===== src/rtl/branch_predictor.sv =====
// ----------------------------------------------------------------------------
// branch_predictor
//   Dynamic branch predictor for the 5-stage RV32I pipeline.
//   The IF side does a combinational lookup of the fetch PC in a direct-mapped
//   BTB. Each entry holds a valid bit, a tag, a target and a 2-bit counter.
//   The EX side compares the ALU's resolved control flow against the
//   prediction that travelled down the pipe. It raises mispredict/redirect
//   combinationally and trains the table at the clock edge.
//
//   Parameters
//     BTB_ENTRIES      table depth (power of 2, >= 2)
//
//   Ports
//     i_clk            clock, rising edge
//     i_rst            asynchronous active-high reset
//     i_pc_f           fetch PC
//     o_pred_taken_f   predicted taken for i_pc_f
//     o_pred_target_f  predicted next fetch PC
//     i_valid_e        EX holds a real instruction (not stalled or flushed)
//     i_pc_e           EX instruction PC
//     i_is_branch_e    EX instruction is a conditional branch
//     i_is_jump_e      EX instruction is jal/jalr
//     i_br_taken_e     branch condition resolved true
//     i_target_e       resolved control-flow target
//     i_pred_taken_e   IF prediction carried to EX
//     i_pred_target_e  IF predicted target carried to EX
//     o_mispredict     flush IF/ID and redirect fetch
//     o_redirect_pc    correct next PC (meaningful when o_mispredict=1)
//
//   Optional build macro BP_STATS_EN adds two saturating 32-bit counters:
//     o_ctrl_cnt       resolved control-flow instructions in EX
//     o_mispred_cnt    cycles with o_mispredict asserted
// ----------------------------------------------------------------------------
module branch_predictor #(
    parameter int BTB_ENTRIES = 16
) (
    input  logic        i_clk,
    input  logic        i_rst,
    input  logic [31:0] i_pc_f,
    output logic        o_pred_taken_f,
    output logic [31:0] o_pred_target_f,
    input  logic        i_valid_e,
    input  logic [31:0] i_pc_e,
    input  logic        i_is_branch_e,
    input  logic        i_is_jump_e,
    input  logic        i_br_taken_e,
    input  logic [31:0] i_target_e,
    input  logic        i_pred_taken_e,
    input  logic [31:0] i_pred_target_e,
    output logic        o_mispredict,
    output logic [31:0] o_redirect_pc
`ifdef BP_STATS_EN
    ,
    output logic [31:0] o_ctrl_cnt,
    output logic [31:0] o_mispred_cnt
`endif
);

    localparam int IDXW = $clog2(BTB_ENTRIES);
    localparam int TAGW = 32 - IDXW - 2;

    // Counter encoding: 00 strongly not-taken ... 11 strongly taken.
    function automatic logic [1:0] ctr_inc(input logic [1:0] c);
        return (c == 2'b11) ? c : c + 2'd1;
    endfunction

    function automatic logic [1:0] ctr_dec(input logic [1:0] c);
        return (c == 2'b00) ? c : c - 2'd1;
    endfunction

    logic            btb_valid  [BTB_ENTRIES];
    logic [TAGW-1:0] btb_tag    [BTB_ENTRIES];
    logic [31:0]     btb_target [BTB_ENTRIES];
    logic [1:0]      btb_ctr    [BTB_ENTRIES];

    // ---- IF stage: lookup ----
    logic [IDXW-1:0] idx_f;
    logic [TAGW-1:0] tag_f;
    logic            hit_f;

    assign idx_f = i_pc_f[IDXW+1:2];
    assign tag_f = i_pc_f[31:IDXW+2];
    assign hit_f = btb_valid[idx_f] && (btb_tag[idx_f] == tag_f);

    assign o_pred_taken_f  = ~i_rst & hit_f & btb_ctr[idx_f][1];
    assign o_pred_target_f = o_pred_taken_f ? btb_target[idx_f] : i_pc_f + 32'd4;

    // ---- EX stage: resolve and compare against the carried prediction ----
    logic [IDXW-1:0] idx_e;
    logic [TAGW-1:0] tag_e;
    logic            hit_e;
    logic            actual_taken_e;
    logic [31:0]     correct_pc_e;

    assign idx_e = i_pc_e[IDXW+1:2];
    assign tag_e = i_pc_e[31:IDXW+2];
    assign hit_e = btb_valid[idx_e] && (btb_tag[idx_e] == tag_e);

    assign actual_taken_e = i_is_jump_e | (i_is_branch_e & i_br_taken_e);
    assign correct_pc_e   = actual_taken_e ? i_target_e : i_pc_e + 32'd4;

    // A correct direction with a wrong target only matters when taken.
    assign o_mispredict  = i_valid_e & ~i_rst &
                           ((actual_taken_e != i_pred_taken_e) |
                            (actual_taken_e & (i_target_e != i_pred_target_e)));
    assign o_redirect_pc = correct_pc_e;

    // ---- EX stage: table training (visible to IF from the next cycle) ----
    always_ff @(posedge i_clk or posedge i_rst) begin
        if (i_rst) begin
            for (int i = 0; i < BTB_ENTRIES; i++) begin
                btb_valid[i]  <= 1'b0;
                btb_tag[i]    <= '0;
                btb_target[i] <= 32'd0;
                btb_ctr[i]    <= 2'b01;
            end
        end else if (i_valid_e) begin
            if (i_is_jump_e) begin
                btb_valid[idx_e]  <= 1'b1;
                btb_tag[idx_e]    <= tag_e;
                btb_target[idx_e] <= i_target_e;
                btb_ctr[idx_e]    <= 2'b11;
            end else if (i_is_branch_e) begin
                if (hit_e) begin
                    btb_ctr[idx_e] <= i_br_taken_e ? ctr_inc(btb_ctr[idx_e])
                                                   : ctr_dec(btb_ctr[idx_e]);
                    if (i_br_taken_e)
                        btb_target[idx_e] <= i_target_e;
                end else if (i_br_taken_e) begin
                    // Allocation evicts whatever aliased into this slot.
                    btb_valid[idx_e]  <= 1'b1;
                    btb_tag[idx_e]    <= tag_e;
                    btb_target[idx_e] <= i_target_e;
                    btb_ctr[idx_e]    <= 2'b10;
                end
            end else if (hit_e) begin
                // A non-control instruction matched: the entry is a stale alias.
                btb_valid[idx_e] <= 1'b0;
            end
        end
    end

`ifdef BP_STATS_EN
    function automatic logic [31:0] sat_inc32(input logic [31:0] c);
        return (c == 32'hFFFF_FFFF) ? c : c + 32'd1;
    endfunction

    always_ff @(posedge i_clk or posedge i_rst) begin
        if (i_rst) begin
            o_ctrl_cnt    <= 32'd0;
            o_mispred_cnt <= 32'd0;
        end else begin
            if (i_valid_e & (i_is_branch_e | i_is_jump_e))
                o_ctrl_cnt <= sat_inc32(o_ctrl_cnt);
            if (o_mispredict)
                o_mispred_cnt <= sat_inc32(o_mispred_cnt);
        end
    end
`endif

endmodule

===== config.mk =====
export PLATFORM = sky130hd
export DESIGN_NAME = branch_predictor
export DESIGN_NICKNAME = d
export VERILOG_FILES = /design/src/rtl/branch_predictor.sv
export SDC_FILE = /design/constraint.sdc
export NUM_CORES = 2
export LEC_CHECK = 0
export ABC_AREA = 1
export CAP_MARGIN = 20
export CORE_ASPECT_RATIO = 0.5
export CORE_UTILIZATION = 60
export CTS_CLUSTER_DIAMETER = 150
export DETAILED_ROUTE_END_ITERATION = 16
export PLACE_DENSITY = 0.84
export SYNTH_ARGS = -nofsm -noshare
export SYNTH_HDL_FRONTEND = slang
export SYNTH_SLANG_ARGS = --single-unit
export TNS_END_PERCENT = 1

===== constraint.sdc =====
create_clock -name i_clk -period 43.8 [get_ports i_clk]
set_clock_uncertainty 0.05 [all_clocks]
set_input_delay 6.57 -clock i_clk [delete_from_list [all_inputs] [get_ports i_clk]]
set_output_delay 6.57 -clock i_clk [all_outputs]
set_load 0.02 [all_outputs]

==> reports/metrics.yaml <==
yosys:
  synthesis.nets: 7795
  syn-mean-instance-area_um2: 7.09
  yosys.area_share.simple: 0.241
  synthMuxAreaShare: 0
  syn_inst: 7655
  yosysTopAreaCellShare: 0.443
  synthTopCellsByArea: "sky130_fd_sc_hd__dfrtp_1, sky130_fd_sc_hd__nand2_1, sky130_fd_sc_hd__o21ai_0"
  synth-seq-area-share: 0.451
  synth_unique_cells: 50
  dominant_combinational_cell_family_by_area_after_synthesis: "simple AND/OR/NAND/NOR gates"
  netlist_area_pre_place_um2: 54200
  synth.largest_area_cell: "sky130_fd_sc_hd__dfrtp_1"
  yosys.area_share.adder: 0.00115
  area_fraction_in_compound_gates_after_synthesis: 0.198
  synth-xor-area-share: 0.0116
  synth_warnings: 0
  post_synthesis_sequential_element_count: 976
layout:
  post_layout_nonfiller_instances: 8698
  mostFrequentLayoutCell: "sky130_fd_sc_hd__nand2_1"
  most-common-layout-cells: "sky130_fd_sc_hd__nand2_1, sky130_fd_sc_hd__o21ai_0, sky130_fd_sc_hd__dfrtp_1"
  syn2layout_area_growth_pct: 8.72
  layout.nets: 7574
  layout-drive-gt1-share: 0.0434
  count_of_fill_cells_added_during_filler_insertion: 7504
setup_path:
  worst-endpoint-required_ns: 37.18
  critPathLaunchType: "input pin"
  timing.critical_path.slowest_stage_cell: "sky130_fd_sc_hd__buf_4"
  path_common_cell: "sky130_fd_sc_hd__nand2_1"
  setup.worst_path.class: "in -> out"
  timing.critical_path.arrival_ns: 12.32
  crit_family: "buffers and inverters"
  worstPathMaxFanout: 39
  worstPathBufferInverterCount: 6
  cp_slowest_stage_delay_ns: 0.73
  endpoint_type_of_the_worst_setup_path: "output pin"
  worstPathCellList: "buf_4 > buf_4 > nand2_1 > inv_2 > buf_4 > nand2_1 > nand2_1 > inv_1 > nand2_1 > xor2_1 > or2_2 > nor2_1 > nand3_1 > nor2_4 > nand2_1 > o21ai_0 > clkdlybuf4s50_1"
cts:
  clock_buffers_created_by_tritoncts: 89
  cts_root_buffer: "sky130_fd_sc_hd__clkbuf_16"
  cts_tree: "yes"
  clock_insertion_delay_at_the_later_pin_of_the_skew_report_ns: 0.72
  worst_setup_hold_path_clk_slew_ns: 0.06
  clock_sinks: 976
  clock_tree.htree_level_count: 3
  cts_setup_buffers: 0
  ctsResizeCount: 0
  clk_path_buf_depth: 3
  hold_buffers: 0
sta:
  rsz_0062_raised_after_global_routing: "no"
  setup_viol: 0
  tightestPinTransition_ns: 1.22
  slew-limit-headroom: 0.181
  final_min_period_over_clock_period: 0.432
  final_hold_violations: 0
  timing.fmax_mhz: 52.8
  finalSetupTns_ns: 0
  maxSlewViolCount: 0
  finalWorstPathRequiredPeriod_ns: 18.94
die:
  die_height_um: 215
  floorplan.die.width_um: 427
  die-area_um2: 91700
  initial_utilization: 0.610
  core-area_um2: 88900
  io-pin-count: 201
  std_cell_rows: 77
route:
  drt.antenna.violating_nets: 0
  via_count: 52972
  wl_per_cell_um: 21.3
  wl_mm: 185
  drt_drc_violations_left: 0
  number_of_search_and_repair_iterations_in_the_first_detailed_routing_pass: 8
  drt_iter0_drc: 8532
  avgViaCountPerCell: 6.09
grt:
  overflow: 0
  grt_start_max_net_pins: 181
  wire_length_of_the_first_global_routing_pass_mm: 284
  antenna_found_initial: 6
  via_count_of_the_first_global_routing_pass: 48145
  grt_usage: 0.403
place:
  place.port_buffers: 200
  finalWeightedCongestion: 1.01
  hpwlAfterDp_mm: 110
  placed_cells: 8528
run:
  timing.max_cap.violations: 0
outcome:
  run_status: "complete, no violations"
min_path:
  hold_path_class: "reg -> reg"
pwr:
  total_leakage_power_nw: 27.6
  power.ir.vdd_worst_mv: 0.0274
  cellPowerDensity_nw_per_um2: 44.6
==> tightest hold or removal path, stage by stage, from the launching register on <==
cell	delay [ns]
sky130_fd_sc_hd__dfstp_2	0.37
sky130_fd_sc_hd__nand2_1	0.05
sky130_fd_sc_hd__nand2_1	0.04
==> cell type report <==
cell class | instances | area (µm²) | area share
clock inverter | 39 | 513 | 0.00870
timing repair buffer | 277 | 2660 | 0.0451
sequential | 976 | 24400 | 0.415
clock buffer | 126 | 2560 | 0.0433
tap | 1185 | 1480 | 0.0251
antenna | 5 | 12.5 | 0.000212
inverter | 697 | 2640 | 0.0448
multi-input combinational | 5393 | 24700 | 0.418
==> state kept, by name (all words and copies together) (netlist names), named ones only <==
| register | flops |
|---|---|
| btb_ctr | 32 |
| btb_tag | 416 |
| btb_target | 512 |
==> cell usage after synthesis (all sizes together) <==
library cell,count
nor2,672
dfstp,16
nand3b,6
o21bai,2
and2,2
a21oi,649
nand2b,1
clkbuf,294
a21boi,2
a31o,1
o311ai,6
a32o,6
a21o,2
nor4,11
xnor2,12
a22o,3
nor3b,2
or2,19
clkinv,16
o21ai,1349
nand3,426
buf,295
inv,681
a211oi,3
nor2b,1
nand2,1984
a31oi,4
o22ai,7
xor2,60
nor3,37
dfrtp,960
nand4,64
ha,5
o31ai,1
o211ai,56
==> through the flow <==
| stage | instance area, µm² | setup slack (ns) | hold slack (ns) | util | power [mW] |
|---|---|---|---|---|---|
| final | 59000 | 24.86 | 0.416 | 0.663 | 2.63 |
| after global routing | 59000 | 24.79 | 0.445 | 0.663 | 2.77 |
| after CTS | 59000 | 25.18 | 0.417 | 0.663 | 2.61 |
| after detailed placement | 55900 | 25.17 | 0.410 | 0.628 | 1.79 |
| after global placement | 55900 | 25.29 | 0.405 | 0.628 | 1.76 |
| after floorplan | 54200 | 8.66 | 0.396 | - | 1.62 |
==> cell families (layout without fill, tap and decap cells) <==
family,after synthesis,count (layout)
flops,976,976
compound gates,2091,2091
fa+ha+maj,5,5
xor+xnor,72,72
other cells,0,5
simple gates,3225,3225
buf+inv,1286,1139
==> layer usage <==
metal  up-vias  GRT usage  routed length [µm]
met1     24272      0.550               69800
met2      3599      0.571               76800
met3       778      0.111               26300
li1      24323          -                   -
met5         -          0                   0
met4         0      0.239               12600
==> power breakdown <==
| part | leakage [nW] | internal, mW | switching, mW |
|---|---|---|---|
| clock network | 1.51 | 0.454 | 0.378 |
| registers | 12.0 | 1.11 | 0.111 |
| logic | 14.1 | 0.201 | 0.372 |
| total | 27.6 | 1.77 | 0.861 |
==> worst paths after layout <==
| path | slack, ns | depth (start not counted) | start | to |
|---|---|---|---|---|
| max | 24.86 | 17 | i_pc_f[4] | o_pred_target_f[5] |
| min | 0.42 | 2 | btb_ctr[14]$_DFFE_PP1P_ | btb_ctr[14]$_DFFE_PP1P_ |
| max reg2reg | 39.39 | 18 | btb_tag[383]$_DFFE_PP0P_ | btb_tag[216]$_DFFE_PP0P_ |
| min reg2reg | 0.42 | 2 | btb_ctr[14]$_DFFE_PP1P_ | btb_ctr[14]$_DFFE_PP1P_ |
| max in group asynchronous | 35.03 | 4 | i_rst | btb_tag[286]$_DFFE_PP0P_ |
| min in group asynchronous | 6.36 | 2 | i_rst | btb_target[89]$_DFFE_PP0P_ |
No activity file was read; power rests on OpenSTA's default activity.
